--- src/rtl/stack_pkg.sv ---
// Shared definitions for the stack machine controller: opcodes, ALU operation
// encodings and the controller state enumeration.
package stack_pkg;

    localparam logic [2:0] OP_ADD  = 3'b000;
    localparam logic [2:0] OP_SUB  = 3'b001;
    localparam logic [2:0] OP_AND  = 3'b010;
    localparam logic [2:0] OP_NOT  = 3'b011;
    localparam logic [2:0] OP_PUSH = 3'b100;
    localparam logic [2:0] OP_POP  = 3'b101;
    localparam logic [2:0] OP_JMP  = 3'b110;
    localparam logic [2:0] OP_JZ   = 3'b111;

    localparam logic [1:0] ALU_ADD = 2'b00;
    localparam logic [1:0] ALU_SUB = 2'b01;
    localparam logic [1:0] ALU_AND = 2'b10;
    localparam logic [1:0] ALU_NOT = 2'b11;

    typedef enum logic [3:0] {
        ST_FETCH    = 4'd0,
        ST_DECODE   = 4'd1,
        ST_POP_A    = 4'd2,
        ST_POP_B    = 4'd3,
        ST_EXEC     = 4'd4,
        ST_PUSH_RES = 4'd5,
        ST_MEM_RD   = 4'd6,
        ST_PUSH_MEM = 4'd7,
        ST_MEM_WR   = 4'd8,
        ST_TOS_A    = 4'd9,
        ST_BRANCH   = 4'd10
    } state_t;

    // Last state of every instruction; the following edge returns to FETCH.
    function automatic logic is_terminal(input state_t s);
        return (s == ST_PUSH_RES) || (s == ST_PUSH_MEM) ||
               (s == ST_MEM_WR)   || (s == ST_BRANCH);
    endfunction

endpackage

--- src/rtl/stack_ctrl_outdec.sv ---
// Combinational state-to-control decoder for stack_controller. The blank input
// forces every control low (cycle following a reset edge).
module stack_ctrl_outdec
    import stack_pkg::*;
(
    input  logic [3:0] state,
    input  logic [2:0] op,
    input  logic       zero,
    input  logic       blank,
    output logic       LorD,
    output logic       read,
    output logic       write,
    output logic       StackSrc,
    output logic       tos,
    output logic       push,
    output logic       pop,
    output logic       RegDst,
    output logic       LA,
    output logic       LB,
    output logic       Ain,
    output logic       Bin,
    output logic [1:0] ALUop,
    output logic       next,
    output logic       jump
);

    always_comb begin
        LorD     = 1'b0;
        read     = 1'b0;
        write    = 1'b0;
        StackSrc = 1'b0;
        tos      = 1'b0;
        push     = 1'b0;
        pop      = 1'b0;
        RegDst   = 1'b0;
        LA       = 1'b0;
        LB       = 1'b0;
        Ain      = 1'b0;
        Bin      = 1'b0;
        ALUop    = ALU_ADD;
        next     = 1'b0;
        jump     = 1'b0;
        if (!blank) begin
            case (state)
                ST_FETCH: begin
                    read = 1'b1;
                    Ain  = 1'b1;
                    Bin  = 1'b1;
                    next = 1'b1;
                end
                ST_POP_A: begin
                    pop    = 1'b1;
                    RegDst = 1'b1;
                    LA     = 1'b1;
                end
                ST_POP_B: begin
                    pop = 1'b1;
                    LB  = 1'b1;
                end
                ST_EXEC:     ALUop = op[1:0];
                ST_PUSH_RES: push = 1'b1;
                ST_MEM_RD: begin
                    read = 1'b1;
                    LorD = 1'b1;
                end
                ST_PUSH_MEM: begin
                    read     = 1'b1;
                    LorD     = 1'b1;
                    StackSrc = 1'b1;
                    push     = 1'b1;
                end
                ST_MEM_WR: begin
                    write = 1'b1;
                    LorD  = 1'b1;
                end
                ST_TOS_A: begin
                    tos    = 1'b1;
                    RegDst = 1'b1;
                    LA     = 1'b1;
                end
                // zero reflects A, which TOS_A loaded one cycle earlier.
                ST_BRANCH: jump = (op == OP_JMP) || ((op == OP_JZ) && zero);
                default: ;
            endcase
        end
    end

endmodule

--- src/rtl/stack_controller.sv ---
// Multi-cycle Moore controller for a stack machine datapath.
// Optional STACK_CTRL_PERF_EN adds a 16-bit retired-instruction counter.
module stack_controller
    import stack_pkg::*;
(
    input  logic        clk,
    input  logic        rst_n,
    input  logic [2:0]  opcode,
    input  logic        zero,
    output logic        LorD,
    output logic        read,
    output logic        write,
    output logic        StackSrc,
    output logic        tos,
    output logic        push,
    output logic        pop,
    output logic        RegDst,
    output logic        LA,
    output logic        LB,
    output logic        Ain,
    output logic        Bin,
    output logic [1:0]  ALUop,
    output logic        next,
`ifdef STACK_CTRL_PERF_EN
    output logic [15:0] instr_count,
`endif
    output logic        jump
);

    state_t     state;
    state_t     state_next;
    logic [2:0] op;
    logic       blank;

    // blank holds the controller quiet for the cycle after a reset edge, so
    // the first cycle after reset releases is the first FETCH.
    always_ff @(posedge clk) begin
        if (!rst_n) begin
            state <= ST_FETCH;
            op    <= OP_ADD;
            blank <= 1'b1;
        end else begin
            blank <= 1'b0;
            if (!blank) begin
                state <= state_next;
                if (state == ST_DECODE) op <= opcode;
            end
        end
    end

    always_comb begin
        state_next = ST_FETCH;
        case (state)
            ST_FETCH: state_next = ST_DECODE;
            ST_DECODE: begin
                case (opcode)
                    OP_PUSH: state_next = ST_MEM_RD;
                    OP_JMP:  state_next = ST_BRANCH;
                    OP_JZ:   state_next = ST_TOS_A;
                    default: state_next = ST_POP_A;
                endcase
            end
            ST_POP_A: begin
                case (op)
                    OP_ADD, OP_SUB, OP_AND: state_next = ST_POP_B;
                    OP_NOT:                 state_next = ST_EXEC;
                    OP_POP:                 state_next = ST_MEM_WR;
                    default:                state_next = ST_FETCH;
                endcase
            end
            ST_POP_B:  state_next = ST_EXEC;
            ST_EXEC:   state_next = ST_PUSH_RES;
            ST_MEM_RD: state_next = ST_PUSH_MEM;
            ST_TOS_A:  state_next = ST_BRANCH;
            default:   state_next = ST_FETCH;
        endcase
    end

`ifdef STACK_CTRL_PERF_EN
    always_ff @(posedge clk) begin
        if (!rst_n) begin
            instr_count <= 16'd0;
        end else if (!blank && is_terminal(state)) begin
            instr_count <= instr_count + 16'd1;
        end
    end
`endif

    stack_ctrl_outdec u_outdec (
        .state    (state),
        .op       (op),
        .zero     (zero),
        .blank    (blank),
        .LorD     (LorD),
        .read     (read),
        .write    (write),
        .StackSrc (StackSrc),
        .tos      (tos),
        .push     (push),
        .pop      (pop),
        .RegDst   (RegDst),
        .LA       (LA),
        .LB       (LB),
        .Ain      (Ain),
        .Bin      (Bin),
        .ALUop    (ALUop),
        .next     (next),
        .jump     (jump)
    );

endmodule

--- config.mk ---
export PLATFORM = sky130hd
export DESIGN_NAME = stack_controller
export DESIGN_NICKNAME = d
export VERILOG_FILES = /design/src/rtl/stack_pkg.sv /design/src/rtl/stack_ctrl_outdec.sv /design/src/rtl/stack_controller.sv
export SDC_FILE = /design/constraint.sdc
export NUM_CORES = 1
export LEC_CHECK = 0
export ABC_CLOCK_PERIOD_IN_PS = 2600
export CAP_MARGIN = 20
export CORE_UTILIZATION = 35
export CTS_CLUSTER_DIAMETER = 30
export CTS_CLUSTER_SIZE = 40
export DETAILED_ROUTE_END_ITERATION = 10
export PLACE_DENSITY = 0.76
export SYNTH_ARGS = -nofsm -noshare
export SYNTH_HDL_FRONTEND = slang
export SYNTH_HIERARCHICAL = 1
export SYNTH_SLANG_ARGS = --single-unit
--- constraint.sdc ---
create_clock -name clk -period 2.6 [get_ports clk]
set_input_delay 0.39 -clock clk [delete_from_list [all_inputs] [get_ports clk]]
set_output_delay 0.39 -clock clk [all_outputs]
set_load 0.05 [all_outputs]
After elaboration in Yosys (flattened, before gate mapping)
Cells that the tools add are included.

storage, ports and cells
  output and inout bits = 16
  bits of input ports = 6
  logic and storage cells = 62
  bits in registers = 8

cells by class
  bitwise operators = 1
  muxes and demuxes = 28
  equality and inequality tests = 19
  reductions and logical operators = 11

operators by type and width
  operator            count
  $pmux 4 s7          1
  $pmux 4 s3          2
  $mux 1              23
  $eq 3x3->1 const B  6
  $eq 4x3->1 const B  4
  $eq 4x4->1 const B  3
  $reduce_or 3->1     3
  $eq 4x2->1 const B  2
  $eq 3x2->1 const B  2
  $reduce_or 2->1     3
  $eq 4x1->1 const B  1
  $logic_not 4->1     1
  $mux 2              2
  $eq 3x1->1 const B  1
  $logic_not 3->1     1
  $reduce_and 2->1    1
  $logic_and 1x1->1   1
  $logic_or 1x1->1    1
  $not 1->1           1

Depth between registers and ports, before layout
  depth in word-level cells = 5
  mapped depth = 4
  depth with buffers taken out = 3

By module
The synthesis kept the hierarchy.

modules (own cells, without submodules)
  module             cells each  area an instance (um^2)  sequential area each (um^2)  times used
  stack_controller   52          450.4                    160.2                        1
  stack_ctrl_outdec  27          190.2                    0.0                          1

Worst setup path before layout
OpenSTA, ideal clock, no wires.

  path kind = register to output
  from = register state[1]
  to = output port RegDst
  path slack = -220 ps
  required time = 2210 ps
  data arrival time = 2430 ps
  path buffers = 1
  cell stages (with the launch flop) = 4
  cells stage by stage = dfxtp_1 nor4b_2 o2bb2ai_1 buf_4

on the way
  word-level cells in the longest chain between the ends = 4
  elaborated cells between the ends (all ways) = 5
  those cells by class = 2 x eq/ne; 2 x mux; 1 x reduce/logical

RTL lines
  item                                             RTL line                RTL
  from (decl)                                      stack_controller.sv:30  state_t state;
  from (signal assigned)                           stack_controller.sv:45  state <= state_next;
  $eq 4x2->1 / $eq 4x4->1 (equally long branches)  -
  $reduce_or 2->1 (no source line) (*)             -
  $mux 1 (*) (2 in series)                         -
  to (decl)                                        stack_controller.sv:17  output logic RegDst,

Every way passes the cells marked *; elsewhere a longest branch is shown, timed or not.

Worst setup path in the final report
  from = register state[2]
  to = output port write

on the way
  word-level cells in the longest chain between the ends = 3

RTL lines
  item        RTL line                 RTL
  $eq 4x4->1  stack_ctrl_outdec.sv:44  case (state)
  $mux 1      stack_ctrl_outdec.sv:44
  $mux 1      stack_ctrl_outdec.sv:43  if (!blank) begin
  to (decl)   stack_controller.sv:12   output logic write,

Every way passes these cells.

==> out/metrics.yaml <==
clkTransAtPathRegs_ps: 50
cts_buffers: 3
netlist.area_leader.share_pct: 25.00
placed_cells: 122
period_minus_slack_ps: 2483
power.density_mw_per_mm2: 395.3
dieHeight_um: 44.78
tightestPinTransition_ps: 547.3
syn_nets: 85
core_sq_mm: 0.001727
crit_fanout: 17
drt-pass1-iter-count: 4
insertion_delay_ps: 260
hp-class: "reg2reg"
power.leakage_nw: 0.3147
setup_viol: 0
finalCritPeriodShare_pct: 95.52
synthTopCellsByArea: "dfxtp_1 (25%), a21oi_1 (4.7%), nor2_1 (4.1%)"
die_w_um: 44.78
required_ps: 2210
layout.cells.non_filler: 125
yosysMostFrequentCell: "dfxtp_1"
antenna_left: 0
clockBufferDepth: 2
fmax_mhz: 402.7
async_reset_ff_share_pct: 0
row_count: 15
areaGrowthSynthToFinish_pct: 37.30
endpoint_kind: "primary output"
fin_nets: 108
fin_area_sq_um: 879.6
crit_chain: "or3_4 -> nor2_1 -> clkdlybuf4s50_1"
postCtsSetupRepairBufs: 0
timing.hold.ws_ps: 542.7
synth_top_flop_cell: "dfxtp_1"
synth.avg_cell_area_sq_um: 8.109
max_stage_delay_ps: 800
rsz0062_at_grt: "false"
slew_headroom_pct: 63.46
pin_count: 22
grt_overflow: 0
fin_setup_tns_ps: 0
htree_levels: 1
grt_pass1_vias: 551
layout_setup_ws_ps: 116.6
holdBufCountCts: 0
finClkSkew_ps: 1.667
port_buffers: 21
final_layout_size_suffix_gt1_share_pct: 22.00
vdd_drop_max_mv: 0.2428
netlist_top_cells_count: "dfxtp_1 (8), nor2_1 (7), a21oi_1 (6), inv_1 (5), o21ai_1 (4)"
clock_sinks: 8
finalHoldViolCount: 0
synth_cells: 79
track_usage_pct: 15.99
synthDistinctLibCells: 39
dieArea_sq_mm: 0.002005
grt_pass1_wl_um: 2332
vias: 675
ys_seq_elements: 8
ys_seq_area_share_pct: 25.00
ys.warnings.count: 6
place_congestion: 0.8168
placed_area_sq_um: 854.6
start_util_pct: 37.10
maxCapViolCount: 0
grt_max_degree: 18
slowest_stage: "clkdlybuf4s50_1"
dp_hpwl_um: 1097
syn-cell-area_sq_um: 640.6
final-seq-area_sq_um: 160.2
nFillCells: 165
multi_input_area_sq_um: 439.2
worstPathArrival_ps: 2090
finalWirelength_um: 1462
first_iter_violations: 31
synth_edf_count: 0
cts_tree: "yes"
place_ws_ps: 341.3
slew_violations: 0
num_antenna_cells: 0
drc: 0
critPathLaunchType: "register"
cts_root_buffer: "clkbuf_4"
total_power_uw: 347.7
viasPerCell: 5.400
status: "complete, no violations"
crit_type: "reg2out"
wire_per_inst_um: 11.70
antenna_found_initial: 0
utilization_pct: 50.94
post-synth-top-area-cell: "dfxtp_1"
-- cell families (layout without fill, tap and decap cells) --
| family | Yosys count | after routing | synth area share (%) |
|---|---|---|---|
| flops | 8 | 8 | 25.00 |
| simple gates | 36 | 36 | 39.85 |
| buf+inv | 10 | 31 | 7.811 |
| compound gates | 25 | 25 | 27.35 |
-- final cells by class --
class	count	share of cell area, %
Multi-Input combinational cell	61	49.93
Timing Repair Buffer	23	23.61
Sequential cell	8	18.21
Tap cell	25	3.556
Clock buffer	3	2.560
Inverter	5	2.134
-- power breakdown --
group | internal, mW | switching, mW
Clock | 0.0528 | 0.0428
Sequential | 0.129 | 0.0126
Combinational | 0.0445 | 0.0661
Total | 0.226 | 0.121
-- layer usage --
metal	global-route usage [%]	up-vias	share of wire, %
met5	0	-	0
met4	9.091	0	2.0
met3	3.600	3	7.6
met2	24.12	33	45
met1	20.92	298	45
li1	-	341	-
-- cells in the final DEF, fill, tap and decap left out, drive strengths merged, types with 3 or more instances in the layout --
cell type and instances:
or3b 3, inv 5, nand4b 3, o21ai 6, a21oi 7, clkdlybuf4s50 12
and4 3, nor2 7, nand3 3, clkbuf 3, nand2 3, dfxtp 8
buf 10
-- sequential cells by signal, summed over array words and instances (netlist names) --
| register | count |
|---|---|
| state | 4 |
| blank | 1 |
| op | 3 |
-- worst max-delay path, delay by kind of cell (launching register included) --
kind | cells | cell delay, ps
buffers and inverters | 1 | 800
AND/OR/NAND/NOR | 2 | 560
flip-flops | 1 | 470
-- worst paths after layout --
path	from	end	slack, ps	cells past startpoint
hold reg to reg	op[1]$_SDFFE_PN0P_	op[1]$_SDFFE_PN0P_	540	2
hold / removal	op[1]$_SDFFE_PN0P_	op[1]$_SDFFE_PN0P_	540	2
setup / recovery	state[2]$_SDFFE_PN0N_	write	120	3
setup reg to reg	state[0]$_SDFFE_PN0N_	state[3]$_SDFFE_PN0N_	1190	4
-- what timing repair did --
item,in CTS,in global routing
endpoints found under the setup margin,0,1
resized for setup,0,1
hold endpoints to repair,0,0
Power figures use the tool's default switching activity.
